File: src/rtl/stap_visa_pkg.sv
// Shared types and sizing helpers for the VISA override JTAG shift stage.
package stap_visa_pkg;

  typedef enum logic [1:0] {
    IDLE     = 2'd0,
    CAPTURED = 2'd1,
    SHIFTING = 2'd2
  } visa_shift_state_t;

  // Counter holds 0..WIDTH+1, the extra value marks an over-length shift.
  function automatic int unsigned visa_cnt_w(input int unsigned width);
    return $clog2(width + 2);
  endfunction

  function automatic int unsigned visa_cnt_sat(input int unsigned width);
    return width + 1;
  endfunction

endpackage

File: src/rtl/stap_visa_shift_reg.sv
// JTAG DR shift stage for the VISA override register: capture, LSB-first shift,
// length-qualified update strobe and sticky length error.
module stap_visa_shift_reg
  import stap_visa_pkg::*;
#(
  parameter int unsigned SHIFT_REG_STAP_WIDTH_OF_TAPC_VISAOVR_DATA = 8,
  parameter logic [SHIFT_REG_STAP_WIDTH_OF_TAPC_VISAOVR_DATA-1:0] SHIFT_REG_STAP_VISAOVR_RESET_VALUE = '0,
  parameter bit SHIFT_REG_STAP_STRICT_LENGTH = 1'b1
) (
  input  logic                                                ftap_tck,
  input  logic                                                powergoodrst,
  input  logic                                                ftap_tdi,
  input  logic                                                selected_visa_reg,
  input  logic                                                stap_fsm_tlrs,
  input  logic                                                stap_fsm_capture_dr,
  input  logic                                                stap_fsm_shift_dr,
  input  logic                                                stap_fsm_update_dr,
  input  logic [SHIFT_REG_STAP_WIDTH_OF_TAPC_VISAOVR_DATA-1:0] visa_reg_parallel_in,
  output logic [SHIFT_REG_STAP_WIDTH_OF_TAPC_VISAOVR_DATA-1:0] visa_shift_register,
  output logic                                                visa_update_qual,
  output logic                                                visa_tdo,
  output logic                                                visa_tdo_en,
  output logic                                                visa_len_err,
  output logic [visa_cnt_w(SHIFT_REG_STAP_WIDTH_OF_TAPC_VISAOVR_DATA)-1:0] visa_shift_count
);

  localparam int unsigned W     = SHIFT_REG_STAP_WIDTH_OF_TAPC_VISAOVR_DATA;
  localparam int unsigned CNT_W = visa_cnt_w(W);
  localparam logic [CNT_W-1:0] CNT_FULL = CNT_W'(W);
  localparam logic [CNT_W-1:0] CNT_SAT  = CNT_W'(visa_cnt_sat(W));

  visa_shift_state_t r_state, w_state_nxt;
  logic [W-1:0]      r_shift, w_shift_nxt;
  logic [CNT_W-1:0]  r_count, w_count_nxt;
  logic              r_len_err, w_len_err_nxt;
  logic              r_tdo, r_tdo_en;
  logic              w_len_ok;

  assign w_len_ok = SHIFT_REG_STAP_STRICT_LENGTH ? (r_count == CNT_FULL)
                                                 : (r_count != '0);

  // Rising-edge state register
  always_ff @(posedge ftap_tck or posedge powergoodrst) begin
    if (powergoodrst) begin
      r_state   <= IDLE;
      r_shift   <= SHIFT_REG_STAP_VISAOVR_RESET_VALUE;
      r_count   <= '0;
      r_len_err <= 1'b0;
    end else begin
      r_state   <= w_state_nxt;
      r_shift   <= w_shift_nxt;
      r_count   <= w_count_nxt;
      r_len_err <= w_len_err_nxt;
    end
  end

  // Next state: tlrs acts regardless of select, then capture > shift > update
  always_comb begin
    w_state_nxt   = r_state;
    w_shift_nxt   = r_shift;
    w_count_nxt   = r_count;
    w_len_err_nxt = r_len_err;
    if (stap_fsm_tlrs) begin
      w_state_nxt   = IDLE;
      w_shift_nxt   = SHIFT_REG_STAP_VISAOVR_RESET_VALUE;
      w_count_nxt   = '0;
      w_len_err_nxt = 1'b0;
    end else if (selected_visa_reg) begin
      if (stap_fsm_capture_dr) begin
        w_state_nxt = CAPTURED;
        w_shift_nxt = visa_reg_parallel_in;
        w_count_nxt = '0;
      end else if (stap_fsm_shift_dr) begin
        w_state_nxt = SHIFTING;
        w_shift_nxt = W'({ftap_tdi, r_shift} >> 1);
        w_count_nxt = (r_count == CNT_SAT) ? r_count : r_count + CNT_W'(1);
      end else if (stap_fsm_update_dr) begin
        w_state_nxt = IDLE;
        if ((r_state == IDLE) || ((r_state == SHIFTING) && !w_len_ok)) begin
          w_len_err_nxt = 1'b1;
        end
      end
    end
  end

  // TDO retimed on the falling edge so it is stable across the capturing rising edge
  always_ff @(negedge ftap_tck or posedge powergoodrst) begin
    if (powergoodrst) begin
      r_tdo    <= 1'b0;
      r_tdo_en <= 1'b0;
    end else begin
      r_tdo    <= r_shift[0];
      r_tdo_en <= selected_visa_reg & stap_fsm_shift_dr;
    end
  end

  // Built from registered state so it holds through the downstream falling-edge sample
  assign visa_update_qual = selected_visa_reg & stap_fsm_update_dr &
                            (r_state == SHIFTING) & w_len_ok;

  assign visa_shift_register = r_shift;
  assign visa_shift_count    = r_count;
  assign visa_len_err        = r_len_err;
  assign visa_tdo            = r_tdo;
  assign visa_tdo_en         = r_tdo_en;

endmodule

File: config.mk
export PLATFORM = sky130hd
export DESIGN_NAME = stap_visa_shift_reg
export DESIGN_NICKNAME = d
export VERILOG_FILES = /design/src/rtl/stap_visa_pkg.sv /design/src/rtl/stap_visa_shift_reg.sv
export SDC_FILE = /design/constraint.sdc
export NUM_CORES = 1
export LEC_CHECK = 0
export CAP_MARGIN = 25
export CORE_MARGIN = 10
export CORE_UTILIZATION = 39
export CTS_CLUSTER_DIAMETER = 120
export CTS_CLUSTER_SIZE = 24
export DETAILED_ROUTE_END_ITERATION = 7
export GPL_TIMING_DRIVEN = 0
export MAX_ROUTING_LAYER = met4
export PLACE_DENSITY = 0.74
export SYNTH_ARGS = -nofsm -noshare
export SYNTH_HDL_FRONTEND = slang
export SYNTH_SLANG_ARGS = --single-unit
File: constraint.sdc
create_clock -name ftap_tck -period 1.3 [get_ports ftap_tck]
set_input_delay 0.13 -clock ftap_tck [delete_from_list [all_inputs] [get_ports ftap_tck]]
set_output_delay 0.13 -clock ftap_tck [all_outputs]
set_load 0.02 [all_outputs]
==> Word level (Yosys, flattened, before mapping) <==
Cells that the tools add are included.
{ "totals": {"output_inout_bits": 16, "word_cells": 50, "inputBits": 16, "regBits": 17} }
{ "classes": {"reduce_logical": 13, "eq_ne": 6, "n_bitwise": 4, "mux": 20, "addsub": 1} }
{ "op_table": {"columns": ["operator", "n"], "rows": [
  ["$mux W8", 4],
  ["$mux W4", 5],
  ["$mux W2", 5],
  ["$eq A4 B4 Y1 const B", 2],
  ["$mux W1", 6],
  ["$reduce_bool A2 Y1", 3],
  ["$reduce_and A5 Y1", 1],
  ["$add A4 B1 Y4 const B", 1],
  ["$and A1 B1 Y1", 4],
  ["$ne A2 B2 Y1 const B", 2],
  ["$reduce_and A2 Y1", 2],
  ["$reduce_bool A4 Y1", 1],
  ["$ne A3 B3 Y1 const B", 1],
  ["$reduce_and A3 Y1", 1],
  ["$reduce_bool A3 Y1", 1],
  ["$eq A2 B2 Y1 const B", 1],
  ["$logic_not A2 Y1", 1],
  ["$logic_and A1 B1 Y1", 1],
  ["$logic_not A1 Y1", 1],
  ["$logic_or A1 B1 Y1", 1]
]} }

==> Depth between registers and ports, before layout <==
{ "depth": {"word_depth": 10, "mapped_depth": 5, "depth_no_buf": 5} }

==> results_dict.tcl <==
set metrics [dict create \
    cts_tree "done" \
    place_ws_ps -449 \
    switching_share 0.283 \
    wirelength_um 2590 \
    wl_per_cell_um 16.7 \
    skew_ps 4.04 \
    syn_area_um2 890 \
    drt_pass1_iterations 4 \
    clock_sinks 17 \
    peakVddDrop_uv 816 \
    yosysMostFrequentCell "dfrtp_1" \
    clk_path_buf_depth 2 \
    clock_insertion_delay_worst_skew_ps 290 \
    num_vias 840 \
    synthArstFlopShare 1.00 \
    gp_congestion 0.720 \
    p_comb_frac 0.212 \
    synth_top_family_by_area "simple AND/OR/NAND/NOR gates" \
    r2r-end "visa_shift_count[0]$_DFFE_PP0P_" \
    intPower_w 0.000782 \
    endpoint "visa_tdo" \
    synthDistinctLibCells 32 \
    synth_seq_cells 17 \
    ys.warnings.count 0 \
    synth_top_area_cell "dfrtp_1" \
    antenna_found_initial 0 \
    area_growth_pct 57.5 \
    rsz0062_at_grt "true" \
    portBuffers 31 \
    drv_slew 0 \
    cp.arrival_ps 1470 \
    synth-edff-count 0 \
    setup_ws_ps -298 \
    seqPwrFrac 0.519 \
    syn_avg_cell_area_um2 10.5 \
    start_kind "flip-flop" \
    path_max_fanout 1 \
    status "finished with violations" \
    worstSetupPathType "reg -> out" \
    die-area_mm2 0.00459 \
    cp.depth 1 \
    antenna_left 0 \
    finalHoldViolations 0 \
    n_antenna_cell 0 \
    drc 0 \
    holdWs_ps 155 \
    worstPathCellList "buf_6" \
    cts_buffers 3 \
    power_density_mw_per_mm2 778 \
    muxShareOfSynthArea 0.103 \
    die_y_um 67.8 \
    worst_pin_slew_ps 375 \
    synth_xor_area_frac 0 \
    io_pins 32 \
    fp.dieW_um 67.8 \
    nNetsFinal 147 \
    grt_pass1_wl_um 4170 \
    syn-num-nets 104 \
    drv_cap 0 \
    cp_top_family "flip-flops" \
    r2r_setup_slack_ps -180 \
    synthSimpleGateAreaFrac 0.169 \
    critPathSlowestCell "dfrtn_1" \
    fill_cells 181 \
    yosys.area.top_type_share 0.422 \
    core-area_mm2 0.00219 \
    total_power_w 0.00109 \
    p_leak_nw 0.722 \
    htree_levels 1 \
    endpoint_kind "primary output" \
    drtIter0Drc 44 \
    hold_buffers 0 \
    min_path_type "in -> async" \
    dp_hpwl_um 1830 \
    synthFlopType "dfrtp_1" \
    synth_area_leaders "dfrtp_1, mux2i_1, a21o_1" \
    clockRootBuffer "clkbuf_4" \
    synth-compound-area-share 0.167 \
    setup_tns_ps -1210 \
    layout-drive-gt1-share 0.276 \
    grt_max_degree 18 \
    p_switching_w 0.000308 \
    clk_pin_slew_ps 100 \
    clkPwrFrac 0.270 \
    cpPeakStageDelay_ps 410 \
    ys_seq_area_frac 0.478 \
    placementRows 17 \
    gr-usage-all-layers 0.121 \
    timing.critical_path.buf_inv 1 \
    grt_pass1_vias 858 \
    via_per_inst 5.42 \
    synth_common_cells "dfrtp_1, a21o_1, nor3_1" \
    overflow 0 \
    synthAdderAreaFrac 0.0422 \
    max_slew_margin 0.749 \
    rr_worst_depth 6 \
    reg2reg_from "visa_shift_count[0]$_DFFE_PP0P_" \
    synth_cells 85 \
    setup_viol 7 \
    initial_core_util 0.406 \
    worstSetupStartpoint "visa_tdo$_DFF_NP0_" \
    cp_data_required_time_ps 1170 \
    violations "setup timing" \
]
## registers in the layout, summed over array words and instances, names as in the netlist
register / flops
visa_len_err: 1
visa_tdo: 1
visa_tdo_en: 1
visa_shift_count: 4
visa_shift_register: 8
r_state: 2
## power groups by stage
stage,combinational [W],clock [W],sequential [W]
detailed placement,0.000219,0,0.000577
global route,0.000251,0.000328,0.000568
CTS,0.000224,0.000307,0.000565
floorplan,0.0000847,0,0.000596
finish,0.000231,0.000294,0.000565
global placement,0.000216,0,0.000575
## layout by cell type, fill, tap and decap left out, types with 2 or more instances in the layout
master and count:
a21o_1 9, a22o_1 2, and2_1 2, buf_2 2
buf_4 4, buf_6 7, clkbuf_4 3, clkdlybuf4s15_1 2
clkdlybuf4s50_1 13, clkinvlp_4 2, dfrtn_1 2, dfrtp_1 12
dfrtp_2 3, dlygate4sd2_1 13, ha_4 2, inv_2 2
mux2i_1 8, nor2_1 4, nor2b_1 3, nor3_1 8
## how the worst min path moves through the flow
| stage | startpoint | endpoint | slack, ps | cells past startpoint |
|---|---|---|---|---|
| 6_report | powergoodrst | visa_shift_register[0]$_DFFE_PP0P_ | 160 | 2 |
| 5_1_grt | powergoodrst | visa_shift_register[0]$_DFFE_PP0P_ | 170 | 2 |
| 4_1_cts | powergoodrst | visa_len_err$_DFFE_PP0P_ | 230 | 2 |
| 3_5_place_dp | visa_shift_register[6]$_DFFE_PP0P_ | visa_shift_register[6]$_DFFE_PP0P_ | 490 | 1 |
| 3_3_place_gp | visa_len_err$_DFFE_PP0P_ | visa_len_err$_DFFE_PP0P_ | 480 | 2 |
| 2_1_floorplan | powergoodrst | r_state[0]$_DFFE_PP0P_ | 60 | 1 |
## kinds of logic (layout without fill, tap and decap cells)
family | after synthesis | in the layout
AND/OR/NAND/NOR | 27 | 27
AO/OA/AOI/OAI | 21 | 21
flip-flops | 17 | 17
multiplexers | 9 | 9
buffers and inverters | 8 | 50
adder cells (fa/ha/maj) | 3 | 3
## per-stage QoR
step                instance area, um2  utilization  std cells
detailed placement                1240        0.567        144
global placement                  1240        0.567        144
finish                            1400        0.640        155
CTS                               1340        0.612        155
global route                      1400        0.640        155
floorplan                          896            -         85
## timing repair
| action | CTS | global route |
|---|---|---|
| pin swaps | 4 | 9 |
| gates resized for setup | 42 | 17 |
| endpoints found under the setup margin | 18 | 21 |
| buffers inserted | 7 | 1 |
## metal layers
| metal | vias up | GRT usage | wire (um) |
|---|---|---|---|
| met4 | 0 | 0.0462 | 36 |
| met5 | - | - | 0 |
| met2 | 22 | 0.217 | 1420 |
| li1 | 388 | - | - |
| met1 | 426 | 0.123 | 1000 |
| met3 | 4 | 0.0281 | 127 |
## cell type report
class / count / area, um2 / share of cell area
buffer: 4 / 22.5 / 0.0161
clock buffer: 3 / 22.5 / 0.0161
clock inverter: 1 / 7.51 / 0.00536
inverter: 4 / 18.8 / 0.0134
multi-input combinational: 60 / 500 / 0.357
sequential: 17 / 429 / 0.306
tap: 28 / 35.0 / 0.0250
timing repair buffer: 38 / 365 / 0.261
(Power assumes the default switching activity.)
